===== src/rtl/jtframe_pkg.sv =====
// Shared definitions for the ROM download packer: write FSM states and buffer depth.
package jtframe_pkg;

  localparam int PROG_FIFO_DEPTH = 32'sd4;

  typedef enum logic [0:0] {
    PROG_IDLE  = 1'b0,
    PROG_WRITE = 1'b1
  } prog_state_t;

endpackage


===== src/rtl/jtframe_prog_fifo.sv =====
// Small synchronous FIFO with occupancy counter; a push into a full FIFO is
// accepted only when a pop happens in the same cycle.
module jtframe_prog_fifo #(
  parameter int W     = 32'sd8,
  parameter int DEPTH = 32'sd4
)(
  input  logic         clk,
  input  logic         rst,
  input  logic         push,
  input  logic [W-1:0] din,
  input  logic         pop,
  output logic [W-1:0] dout,
  output logic         empty,
  output logic         full
);

  localparam int AW = (DEPTH > 32'sd1) ? $clog2(DEPTH) : 32'sd1;
  localparam int CW = $clog2(DEPTH + 32'sd1);

  logic [W-1:0]  mem_r [DEPTH];
  logic [AW-1:0] wr_ptr_r, rd_ptr_r;
  logic [CW-1:0] cnt_r;
  logic          push_ok_s, pop_ok_s;

  function automatic logic [AW-1:0] next_ptr(input logic [AW-1:0] ptr);
    if (ptr == AW'(DEPTH - 32'sd1)) begin
      return {AW{1'b0}};
    end else begin
      return ptr + 1'b1;
    end
  endfunction

  assign empty     = (cnt_r == {CW{1'b0}});
  assign full      = (cnt_r == CW'(DEPTH));
  assign push_ok_s = push & (~full | pop);
  assign pop_ok_s  = pop & ~empty;
  assign dout      = mem_r[rd_ptr_r];

  // Pointer and occupancy tracking
  always_ff @(posedge clk or posedge rst) begin
    if (rst) begin
      wr_ptr_r <= {AW{1'b0}};
      rd_ptr_r <= {AW{1'b0}};
      cnt_r    <= {CW{1'b0}};
    end else begin
      if (push_ok_s) wr_ptr_r <= next_ptr(wr_ptr_r);
      if (pop_ok_s)  rd_ptr_r <= next_ptr(rd_ptr_r);
      case ({push_ok_s, pop_ok_s})
        2'b10:   cnt_r <= cnt_r + 1'b1;
        2'b01:   cnt_r <= cnt_r - 1'b1;
        default: cnt_r <= cnt_r;
      endcase
    end
  end

  // Storage array; contents are don't-care until written
  always_ff @(posedge clk) begin
    if (push_ok_s) mem_r[wr_ptr_r] <= din;
  end

endmodule


===== src/rtl/jtframe_prog_pack.sv =====
// Packs downloaded ROM bytes into SDRAM word writes: bank decode at the strobe,
// a short FIFO to absorb bursts, and a request/acknowledge write FSM.
module jtframe_prog_pack
  import jtframe_pkg::*;
#(
  parameter int          SDRAMW    = 32'sd23,
  parameter int          HEADER    = 32'sd0,
  parameter logic [24:0] BA1_START = 25'h10_0000,
  parameter logic [24:0] BA2_START = 25'h18_0000,
  parameter logic [24:0] BA3_START = 25'h1C_0000
)(
  input  logic              clk,
  input  logic              rst,
  input  logic              downloading,
  input  logic [24:0]       ioctl_addr,
  input  logic [7:0]        ioctl_data,
  input  logic              ioctl_wr,
  output logic [SDRAMW-1:0] prog_addr,
  output logic [15:0]       prog_data,
  output logic [1:0]        prog_mask,
  output logic [1:0]        prog_ba,
  output logic              prog_we,
  input  logic              prog_rdy,
  output logic              dwnld_busy,
  output logic              overflow
);

  localparam int EW = SDRAMW + 32'sd11;

  logic [25:0]       diff_s;
  logic [24:0]       rel_s, start_s;
  logic [1:0]        bank_s;
  logic [SDRAMW-1:0] waddr_s;
  logic              accept_s, pop_s, empty_s, full_s;
  logic [EW-1:0]     push_data_s, head_s;
  logic [1:0]        head_ba_s;
  logic [SDRAMW-1:0] head_addr_s;
  logic [7:0]        head_byte_s;
  logic              head_odd_s;
  prog_state_t       state_r, state_nx;
  logic [SDRAMW-1:0] addr_r;
  logic [15:0]       data_r;
  logic [1:0]        mask_r, ba_r;
  logic              we_r, busy_r, ovf_r;

  // Header removal and bank decode; the borrow bit flags addresses inside the header
  always_comb begin
    diff_s = {1'b0, ioctl_addr} - {1'b0, 25'(HEADER)};
    rel_s  = diff_s[24:0];
    if (rel_s >= BA3_START) begin
      bank_s = 2'd3; start_s = BA3_START;
    end else if (rel_s >= BA2_START) begin
      bank_s = 2'd2; start_s = BA2_START;
    end else if (rel_s >= BA1_START) begin
      bank_s = 2'd1; start_s = BA1_START;
    end else begin
      bank_s = 2'd0; start_s = 25'd0;
    end
    waddr_s = SDRAMW'((rel_s - start_s) >> 1'b1);
  end

  assign accept_s    = downloading & ioctl_wr & ~diff_s[25];
  assign push_data_s = {bank_s, waddr_s, ioctl_data, rel_s[0]};
  assign {head_ba_s, head_addr_s, head_byte_s, head_odd_s} = head_s;

  jtframe_prog_fifo #(.W(EW), .DEPTH(PROG_FIFO_DEPTH)) u_fifo (
    .clk   (clk),
    .rst   (rst),
    .push  (accept_s),
    .din   (push_data_s),
    .pop   (pop_s),
    .dout  (head_s),
    .empty (empty_s),
    .full  (full_s)
  );

  // Write FSM state register
  always_ff @(posedge clk or posedge rst) begin
    if (rst) state_r <= PROG_IDLE;
    else     state_r <= state_nx;
  end

  // Next state; a pop only happens from IDLE so prog_rdy there is ignored
  always_comb begin
    state_nx = state_r;
    pop_s    = 1'b0;
    case (state_r)
      PROG_IDLE: begin
        if (!empty_s) begin
          pop_s    = 1'b1;
          state_nx = PROG_WRITE;
        end else begin
          state_nx = PROG_IDLE;
        end
      end
      PROG_WRITE: begin
        if (prog_rdy) state_nx = PROG_IDLE;
        else          state_nx = PROG_WRITE;
      end
      default: state_nx = PROG_IDLE;
    endcase
  end

  // Write request registers; fields stay frozen until the next pop
  always_ff @(posedge clk or posedge rst) begin
    if (rst) begin
      addr_r <= {SDRAMW{1'b0}};
      data_r <= 16'h0000;
      mask_r <= 2'b11;
      ba_r   <= 2'b00;
      we_r   <= 1'b0;
    end else if (pop_s) begin
      addr_r <= head_addr_s;
      data_r <= {head_byte_s, head_byte_s};
      mask_r <= head_odd_s ? 2'b01 : 2'b10;
      ba_r   <= head_ba_s;
      we_r   <= 1'b1;
    end else if ((state_r == PROG_WRITE) && prog_rdy) begin
      we_r   <= 1'b0;
    end
  end

  // Busy and sticky byte-loss flags
  always_ff @(posedge clk or posedge rst) begin
    if (rst) begin
      busy_r <= 1'b0;
      ovf_r  <= 1'b0;
    end else begin
      busy_r <= downloading | ~empty_s | (state_r == PROG_WRITE);
      ovf_r  <= ovf_r | (accept_s & full_s & ~pop_s);
    end
  end

  assign prog_addr  = addr_r;
  assign prog_data  = data_r;
  assign prog_mask  = mask_r;
  assign prog_ba    = ba_r;
  assign prog_we    = we_r;
  assign dwnld_busy = busy_r;
  assign overflow   = ovf_r;

endmodule


===== config.mk =====
export PLATFORM = sky130hd
export DESIGN_NAME = jtframe_prog_pack
export DESIGN_NICKNAME = d
export VERILOG_FILES = /design/src/rtl/jtframe_pkg.sv /design/src/rtl/jtframe_prog_fifo.sv /design/src/rtl/jtframe_prog_pack.sv
export SDC_FILE = /design/constraint.sdc
export NUM_CORES = 1
export LEC_CHECK = 0
export BUFFER_PORTS_ARGS = -buffer_cell sky130_fd_sc_hd__buf_2
export CAP_MARGIN = 10
export CORE_UTILIZATION = 33
export CTS_CLUSTER_DIAMETER = 30
export DETAILED_ROUTE_END_ITERATION = 8
export PLACE_DENSITY = 0.6
export SYNTH_ARGS = -nofsm -noshare
export SYNTH_HDL_FRONTEND = slang
export SYNTH_HIERARCHICAL = 1
export SYNTH_SLANG_ARGS = --single-unit

===== constraint.sdc =====
create_clock -name clk -period 4.45 [get_ports clk]
set_input_delay 0.2225 -clock clk [delete_from_list [all_inputs] [get_ports clk]]
set_output_delay 0.2225 -clock clk [all_outputs]
set_load 0.1 [all_outputs]

==> results of run 1 <==
[flip-flops by register name (all words and copies together), names as in the netlist]
name / flops
dwnld_busy: 1
prog_data: 8
prog_mask: 2
overflow: 1
u_fifo/rd_ptr_r: 2
prog_addr: 23
prog_ba: 2
u_fifo/wr_ptr_r: 2
state_r: 1
u_fifo/mem_r: 136
prog_we: 1
u_fifo/cnt_r: 3
[cells in the mapped netlist, types with 2 or more instances]
cell | number | area, um^2
nor3_1 | 2 | 10.0
buf_12 | 3 | 60.1
ha_1 | 9 | 113
nor2_1 | 6 | 22.5
mux2i_1 | 2 | 20.0
xor2_1 | 3 | 26.3
mux2_2 | 7 | 78.8
and2_2 | 4 | 30.0
inv_1 | 16 | 60.1
edfxtp_1 | 136 | 4080
mux2_4 | 31 | 465
buf_1 | 2 | 7.51
nand2_1 | 6 | 22.5
fa_1 | 2 | 40.0
buf_4 | 11 | 82.6
dfrtp_1 | 44 | 1100
mux4_2 | 34 | 766
dfstp_2 | 2 | 52.6
xnor2_1 | 4 | 35.0
o21ai_0 | 4 | 20.0
buf_2 | 2 | 10.0
[layout make-up]
type / instances / share of cell area [%]
inverter: 17 / 0.833
sequential: 182 / 61.2
timing repair buffer: 93 / 5.99
clock inverter: 14 / 2.43
multi-input combinational: 127 / 20.5
clock buffer: 18 / 5.01
tap: 275 / 4.02
antenna: 1 / 0.0292
[placed cells by master (no fill, tap or decap), drive strengths merged, types with 2 or more instances in the layout]
| cell type | n |
|---|---|
| dfstp | 2 |
| or3b | 2 |
| nand2 | 6 |
| xnor2 | 4 |
| ha | 9 |
| buf | 84 |
| mux4 | 34 |
| nor2 | 6 |
| bufinv | 5 |
| xor2 | 3 |
| dfrtp | 44 |
| clkinvlp | 3 |
| o21ai | 4 |
| inv | 17 |
| edfxtp | 136 |
| fa | 2 |
| nor3 | 2 |
| mux2i | 2 |
| and2 | 5 |
| clkinv | 6 |
| mux2 | 38 |
| clkbuf | 18 |
| dlygate4sd3 | 9 |
[final timing paths]
path                                       from                  to  slack [ps]  depth (start not counted)
worst max-delay path            u_fifo/cnt_r[0]     u_fifo/cnt_r[2]        1760                         11
worst min-delay path              ioctl_data[7]  u_fifo/mem_r[3][8]          10                          1
worst max register to register  u_fifo/cnt_r[0]     u_fifo/cnt_r[2]        1760                         11
worst min register to register         overflow            overflow         480                          1
max in group asynchronous                   rst        prog_addr[7]        3320                          3
min in group asynchronous                   rst     u_fifo/cnt_r[2]         290                          3
[cells by family (layout without fill, tap and decap cells)]
family,after synthesis,count (layout)
flops,182,182
mux,74,74
buf+inv,36,142
simple gates,27,27
fa+ha+maj,11,11
compound gates,8,8
xor+xnor,7,7
other cells,0,1
[per-layer routing]
layer | wire, um | up-vias | GRT usage [%] | share of wire (%)
met2 | 6150 | 96 | 19.6 | 49
met5 | 10 | - | 0 | 0.079
met3 | 841 | 19 | 4.12 | 6.7
met4 | 204 | 2 | 4.85 | 1.6
met1 | 5400 | 1682 | 14.8 | 43
li1 | - | 1518 | - | -
[metrics by stage]
stage / cell area (um^2) / std cells
finish: 8560 / 727
global placement: 7830 / 685
global route: 8560 / 727
floorplan: 7220 / 345
CTS: 8560 / 726
detailed placement: 7830 / 685
==> flow_summary.ini, run 1 <==
[outcome]
status = finished clean

[floorplanning]
start_util_pct = 34.0
die_w_um = 150
rows = 53
pin_count = 84
design.core.area_um2 = 21200
die_h_um = 150
dieArea_um2 = 22500

[synth]
yosys_warnings = 6
synth_nets = 394
synthesis.area_um2 = 7220
synth_top_family_by_area = multiplexers
yosys_register_bits = 182
synthMuxAreaShare_pct = 18.4
synth-xor-area-share_pct = 0.849
synthArstFlopShare_pct = 25.3
synth-seq-area-share_pct = 72.5
synth-simple-area-share_pct = 2.06
syn_area_per_cell_um2 = 20.9
synth_compound_area_share_pct = 0.797
syn-instance-count = 345
yosysUniqueCellTypes = 36
ys.flop_type = edfxtp_1
synthAdderAreaFrac_pct = 2.11
synth_edf_count = 136

[timing]
slew_viol_final = 0
worstMarginPinSlew_ps = 977
fin_ws_ps = 1760
hold_ws_ps = 11.8
period_share_pct = 60.4
setup_violations = 0
fmax_ghz = 0.372
max-slew-margin-rel_pct = 34.9
rsz0062_at_grt = false
final.min_clock_period_ps = 2690
skew_ps = 9.65
hold_violations = 0
setup_tns_ps = 0

[global_routing]
grt_pass1_vias = 3529
overflow = 0
grt_max_degree = 40
grt_pass1_wl_mm = 19.3
antenna_found_initial = 2
grt.total_usage_pct = 12.1

[clock_tree]
cts_max_path_buffers = 2
clkSlewWorstSetupHoldPaths_ps = 60
cts_resized = 0
numCtsBuffers = 17
ctsHoldBuffers = 9
cts.sink_count = 182
clk_latency_ps = 430
cts_setup_buffers = 0
cts.htree.levels = 4
cts_tree = yes
root_buffer = clkbuf_16

[place]
place_congestion = 0.688
dp_hpwl_mm = 7.75
dpl_worst_slack_ps = 1760
port_buffers = 83

[detailed_routing]
routed_wirelength_mm = 12.6
wl_per_cell_um = 17.3
vias = 3317
via_per_inst = 4.56
drc = 0
postRouteAntennaNets = 0
dr.pass1.iters = 4
drtIter0Drc = 179

[finish]
fillers = 1915
final_nets = 487
drive_gt1_share_pct = 44.3
final-seq-area_um2 = 5240
final_util_pct = 40.3
area_growth_pct = 18.5
multi_input_area_um2 = 1750

[setup_path]
cp_slowest_cell = dfrtp_1
critical-path-max-stage-delay_ps = 420
critPathRequiredTime_ps = 4800
critPathMaxFanout = 36
worst-path-buf-inv = 3
cp-start-kind = register
cp_cell_sequence = nor3_1, or2_4, inv_8, o21a_4, inv_1, ha_1, inv_1, fa_1, xor2_1, nor2_1, xor2_1
critPathTopFamily = simple AND/OR/NAND/NOR gates
critPathCaptureType = register
path_class = reg -> reg
worstPathArrival_ps = 3030

[flow_run]
drv_cap = 0

[worst_hold_path]
hold_class = in -> reg
Power of run 1 is left out: the tool's default activity adds up to more than one toggle a clock period on the data nets, which glitch-free logic cannot reach.
==> inputs of run 2 (changes only) <==
--- a/config.mk
+++ b/config.mk
@@ -10,7 +10,7 @@
 export CORE_UTILIZATION = 33
 export CTS_CLUSTER_DIAMETER = 30
 export DETAILED_ROUTE_END_ITERATION = 8
-export PLACE_DENSITY = 0.6
+export PLACE_DENSITY = 0.62
 export SYNTH_ARGS = -nofsm -noshare
 export SYNTH_HDL_FRONTEND = slang
 export SYNTH_HIERARCHICAL = 1
==> constraint.sdc (replaced) <==
create_clock -name clk -period 2.31 [get_ports clk]
set_input_delay 0.1155 -clock clk [delete_from_list [all_inputs] [get_ports clk]]
set_output_delay 0.1155 -clock clk [all_outputs]
set_load 0.1 [all_outputs]
==> run 2 against run 1 <==
  * Global-route usage up 0.76 points
  * Worst setup slack worse by 1700 ps
  * Cell count is 4.8% higher
  * Hold slack better by 68 ps
  * Sequential share of layout area down 2.1 points
  * Die area stayed put
  * Flip-flop and latch count is the same
  * Routed wire length grew 5.3%
  * Non-clock buffer count increased by 36
==> flow_summary.ini, run 2 (synthesis results as in run 1) <==
[timing]
skew_ps = 9.72
rsz0062_at_grt = false
final.min_clock_period_ps = 2210
max-slew-margin-rel_pct = 37.0
setup_tns_ps = 0
hold_violations = 0
hold_ws_ps = 79.4
worstMarginPinSlew_ps = 943
period_share_pct = 95.6
setup_violations = 0
fmax_ghz = 0.453
slew_viol_final = 0

[finish]
most-common-layout-cells = 136 x edfxtp_1, 83 x buf_2, 42 x dfrtp_1, 34 x mux4_2, 31 x mux2_4
layout_commonest_cell = edfxtp_1
diodes = 0
area_growth_pct = 22.6
drive_gt1_share_pct = 45.2
final_nets = 523
largest_register_ffs = 136
top_register = u_fifo/mem_r

[floorplanning]
dieArea_um2 = 22500
pin_count = 84
die_h_um = 150
design.core.area_um2 = 21200
rows = 53
start_util_pct = 34.0
die_w_um = 150

[detailed_routing]
via_per_inst = 4.53
postRouteAntennaNets = 0
dr.pass1.iters = 4
wl_per_cell_um = 17.4
routed_wirelength_mm = 13.3
drtIter0Drc = 132
drc = 0
vias = 3450

[clock_tree]
clkSlewWorstSetupHoldPaths_ps = 70
cts.sink_count = 182
clk_latency_ps = 430
root_buffer = clkbuf_16
numCtsBuffers = 17
cts_tree = yes
cts.htree.levels = 4
cts_max_path_buffers = 2

[global_routing]
grt_pass1_wl_mm = 20.7
grt.total_usage_pct = 12.9
antenna_found_initial = 0
grt_pass1_vias = 3801
overflow = 0
grt_max_degree = 39

[worst_hold_path]
holdPathEnd = u_fifo/mem_r[1][30]
hold-path-cell-count = 2
hold_path.startpoint = ioctl_addr[22]
hold_class = in -> reg

[setup_path]
critPathMaxFanout = 7
critical-path-max-stage-delay_ps = 410
critPathCaptureType = register
worstPathArrival_ps = 2560
critPathRequiredTime_ps = 2660
cp-start-kind = register
r2r_cells = 9
timing.rr.start = u_fifo/cnt_r[0]
cp_cell_sequence = or3b_4, o21a_4, inv_1, ha_2, inv_1, fa_2, xor2_1, nor2_1, xor2_1
cp_slowest_cell = dfrtp_1
path_class = reg -> reg
rr_endpoint = u_fifo/cnt_r[2]
regToRegSetupSlack_ps = 100

[place]
port_buffers = 83
dp_hpwl_mm = 8.31
place_congestion = 0.761

[flow_run]
drv_cap = 0

[outcome]
status = finished clean
## run 2: how the worst max path moves through the flow
stage / from / slack, ps / cells past startpoint / end
after floorplan: u_fifo/cnt_r[2] / 3 / 12 / u_fifo/cnt_r[2]
after detailed placement: u_fifo/cnt_r[0] / 70 / 9 / u_fifo/cnt_r[2]
after CTS: u_fifo/cnt_r[0] / 40 / 9 / u_fifo/cnt_r[2]
after global placement: u_fifo/cnt_r[0] / 130 / 9 / u_fifo/cnt_r[2]
final: u_fifo/cnt_r[0] / 100 / 9 / u_fifo/cnt_r[2]
after global routing: u_fifo/cnt_r[2] / 3 / 11 / u_fifo/cnt_r[2]
## run 2: metal layers
layer  share of wire, %  global-route usage [%]
met3                2.7                    2.59
met5                  0                       0
met2                 54                    23.1
met1                 41                    14.4
met4                2.2                    6.62
## run 2: what timing repair did
action	in CTS	in global routing
setup buffers	0	2
endpoints found under the hold margin	151	0
endpoints found under the setup margin	0	1
hold buffers	29	0
gates resized for setup	0	1
## run 2: critical path, delay by kind of cell, from the launching register on
family,cells,cell delay (ps)
simple gates,2,540
fa+ha+maj,2,500
compound gates,1,250
xor+xnor,2,310
buf+inv,2,110
flops,1,410
## run 2: stage by stage
| stage | area (um^2) | instances | utilization, % | worst slack [ps] |
|---|---|---|---|---|
| final | 8860 | 762 | 41.7 | 101 |
| after global routing | 8860 | 762 | 41.7 | 3.44 |
| after CTS | 8840 | 760 | 41.7 | 43.5 |
| after detailed placement | 7960 | 699 | 37.5 | 66.3 |
| after global placement | 7960 | 699 | 37.5 | 133 |
| after floorplan | 7230 | 345 | - | 3.29 |
## run 2: area by class of cell
cell class / instances / area [um^2]
fillers: 1889 / 12400
flip-flops and latches: 182 / 5240
multi-input cells: 127 / 1760
repair buffers: 129 / 846
clock buffers: 19 / 433
well taps: 275 / 344
clock inverters: 13 / 159
inverters: 17 / 71.3
Power of run 2 is left out for the same reason.
==> inputs of run 3 (changes only) <==
--- a/config.mk
+++ b/config.mk
@@ -13,5 +13,4 @@
 export PLACE_DENSITY = 0.62
 export SYNTH_ARGS = -nofsm -noshare
 export SYNTH_HDL_FRONTEND = slang
-export SYNTH_HIERARCHICAL = 1
 export SYNTH_SLANG_ARGS = --single-unit
==> run 3 against run 2 <==
  * Routed wire length down 0.82%
  * Sequential share of layout area is 0.19 points lower
  * Critical endpoint is now u_fifo.cnt_r[2]
  * Die area decreased by 0.49%
  * Largest cell class unchanged
  * Hold slack better by 3.9 ps
  * Maximum frequency is 8.7% higher
  * Worst setup slack gained 180 ps
  * Synthesized cell count down 0.87%
  * First-iteration DRC count up 3.8%
  * Core utilization rose by 0.15 points
  * Register-to-register slack better by 180 ps
  * Cell count down 1.3%
==> flow_summary.ini, run 3 <==
[synth]
synthMuxAreaShare_pct = 18.3
synth_top_area_cell = edfxtp_1
synth_top_area_share_pct = 56.8
synth_top_family_by_area = multiplexers
synth-xor-area-share_pct = 0.853
yosysUniqueCellTypes = 31
synthAdderAreaFrac_pct = 2.12
synth_edf_count = 136
syn_area_per_cell_um2 = 21.0
synth_compound_area_share_pct = 0.714
synthesis.area_um2 = 7190
synth-seq-area-share_pct = 72.9
ys.flop_type = edfxtp_1
syn-instance-count = 342
synth.area.top_cells = edfxtp_1 57%, dfrtp_1 15%, mux4_2 8.8%, mux2_4 5.6%, mux4_1 2.2%
synthTopCellsByCount = 136 x edfxtp_1, 44 x dfrtp_1, 28 x mux4_2
synth_nets = 391
synth-simple-area-share_pct = 2.05
synth_most_common_cell = edfxtp_1
yosys_register_bits = 182
yosys_warnings = 0
synthArstFlopShare_pct = 25.3

[setup_path]
r2r_cells = 9
critPathMaxFanout = 7
regToRegSetupSlack_ps = 280
path_class = reg -> reg
critPathCaptureType = register
worstPathArrival_ps = 2380
rr_endpoint = u_fifo.cnt_r[2]
cp-start-kind = register
critPathRequiredTime_ps = 2660
timing.rr.start = u_fifo.cnt_r[0]

[clock_tree]
cts.sink_count = 182
root_buffer = clkbuf_16
clkSlewWorstSetupHoldPaths_ps = 70
clk_latency_ps = 430
cts_max_path_buffers = 2
cts_tree = yes
cts.htree.levels = 4
numCtsBuffers = 17

[finish]
drive_gt1_share_pct = 42.3
final-seq-area_um2 = 5240
largest_register_ffs = 136
most-common-layout-cells = 136 x edfxtp_1, 83 x buf_2, 41 x dfrtp_1, 30 x dlygate4sd3_1, 28 x mux4_2
fillers = 1906
final_nets = 513
diodes = 0
multi_input_area_um2 = 1750
top_register = u_fifo.mem_r
layout_commonest_cell = edfxtp_1
area_growth_pct = 23.6

[global_routing]
antenna_found_initial = 0
grt_max_degree = 47
overflow = 0
grt_pass1_vias = 3720
grt.total_usage_pct = 12.7
grt_pass1_wl_mm = 20.5

[timing]
period_share_pct = 88.0
setup_tns_ps = 0
final.min_clock_period_ps = 2030
worstMarginPinSlew_ps = 505
setup_violations = 0
hold_violations = 0
slew_viol_final = 0
rsz0062_at_grt = false
fmax_ghz = 0.492
max-slew-margin-rel_pct = 66.5
skew_ps = 9.39

[detailed_routing]
drc = 0
via_per_inst = 4.60
postRouteAntennaNets = 0
dr.pass1.iters = 4
wl_per_cell_um = 17.5
vias = 3459
drtIter0Drc = 137
routed_wirelength_mm = 13.2

[worst_hold_path]
hold_class = in -> reg
holdPathEnd = u_fifo.mem_r[1][32]
hold-path-cell-count = 3
hold_path.startpoint = ioctl_addr[24]

[floorplanning]
pin_count = 84
design.core.area_um2 = 21200
rows = 53
die_w_um = 150
die_h_um = 150
start_util_pct = 33.9
dieArea_um2 = 22400

[place]
port_buffers = 83
dp_hpwl_mm = 8.00
place_congestion = 0.688

[flow_run]
drv_cap = 0

[outcome]
status = finished clean
==> run 3: cell families (layout without fill, tap and decap cells) <==
family,Yosys count,count (layout)
adder cells (fa/ha/maj),11,11
multiplexers,72,72
flip-flops,182,182
AND/OR/NAND/NOR,29,29
XOR/XNOR,7,7
AO/OA/AOI/OAI,9,9
buffers and inverters,32,167
==> run 3: through the flow <==
step / std cells / instance area (um^2) / hold WS (ps) / utilization, % / setup slack, ps
2_1_floorplan: 342 / 7190 / 204 / - / 232
3_3_place_gp: 690 / 7990 / 187 / 37.6 / 167
3_5_place_dp: 690 / 7990 / 194 / 37.6 / 58.6
4_1_cts: 752 / 8880 / 67.9 / 41.9 / 173
5_1_grt: 752 / 8890 / 98.2 / 41.9 / 100
6_report: 752 / 8890 / 83.3 / 41.9 / 278
==> run 3: final cells by class <==
| type | instances | area share [%] |
|---|---|---|
| Tap cell | 275 | 3.87 |
| Timing Repair Buffer | 123 | 10.3 |
| Clock buffer | 19 | 4.87 |
| Clock inverter | 13 | 1.82 |
| Multi-Input combinational cell | 128 | 19.7 |
| Sequential cell | 182 | 59.0 |
| Inverter | 12 | 0.507 |
==> run 3: how the worst max path moves through the flow <==
| stage | startpoint | to | slack, ps |
|---|---|---|---|
| floorplan | state_r | u_fifo.mem_r[3][0] | 230 |
| global placement | ioctl_addr[21] | u_fifo.mem_r[2][30] | 170 |
| detailed placement | ioctl_addr[21] | u_fifo.mem_r[0][30] | 60 |
| CTS | state_r | u_fifo.cnt_r[2] | 170 |
| global route | u_fifo.cnt_r[0] | u_fifo.cnt_r[2] | 100 |
| finish | u_fifo.cnt_r[0] | u_fifo.cnt_r[2] | 280 |
==> run 3: per-layer routing <==
layer | part of all wire, % | vias to the layer above | GRT usage (%)
li1 | - | 1583 | -
met1 | 42 | 1786 | 14.9
met2 | 53 | 78 | 22.3
met3 | 3.9 | 12 | 3.54
met4 | 1.1 | 0 | 4.18
met5 | 0 | - | 0
==> run 3: critical path, cell delays in order, from the launching register on <==
cell and delay (ps):
dfrtp_1 450, nor3_2 240, nor2_1 160, inv_1 90
ha_1 170, inv_1 60, fa_1 380, xor2_1 150
nor2_1 110, xor2_1 150
==> run 3: timing repair <==
item	CTS	global route
setup endpoints to repair	0	1
hold endpoints to repair	154	0
gates resized for setup	0	2
hold buffers	30	0
buffers inserted	0	0
Power of run 3 is left out for the same reason.
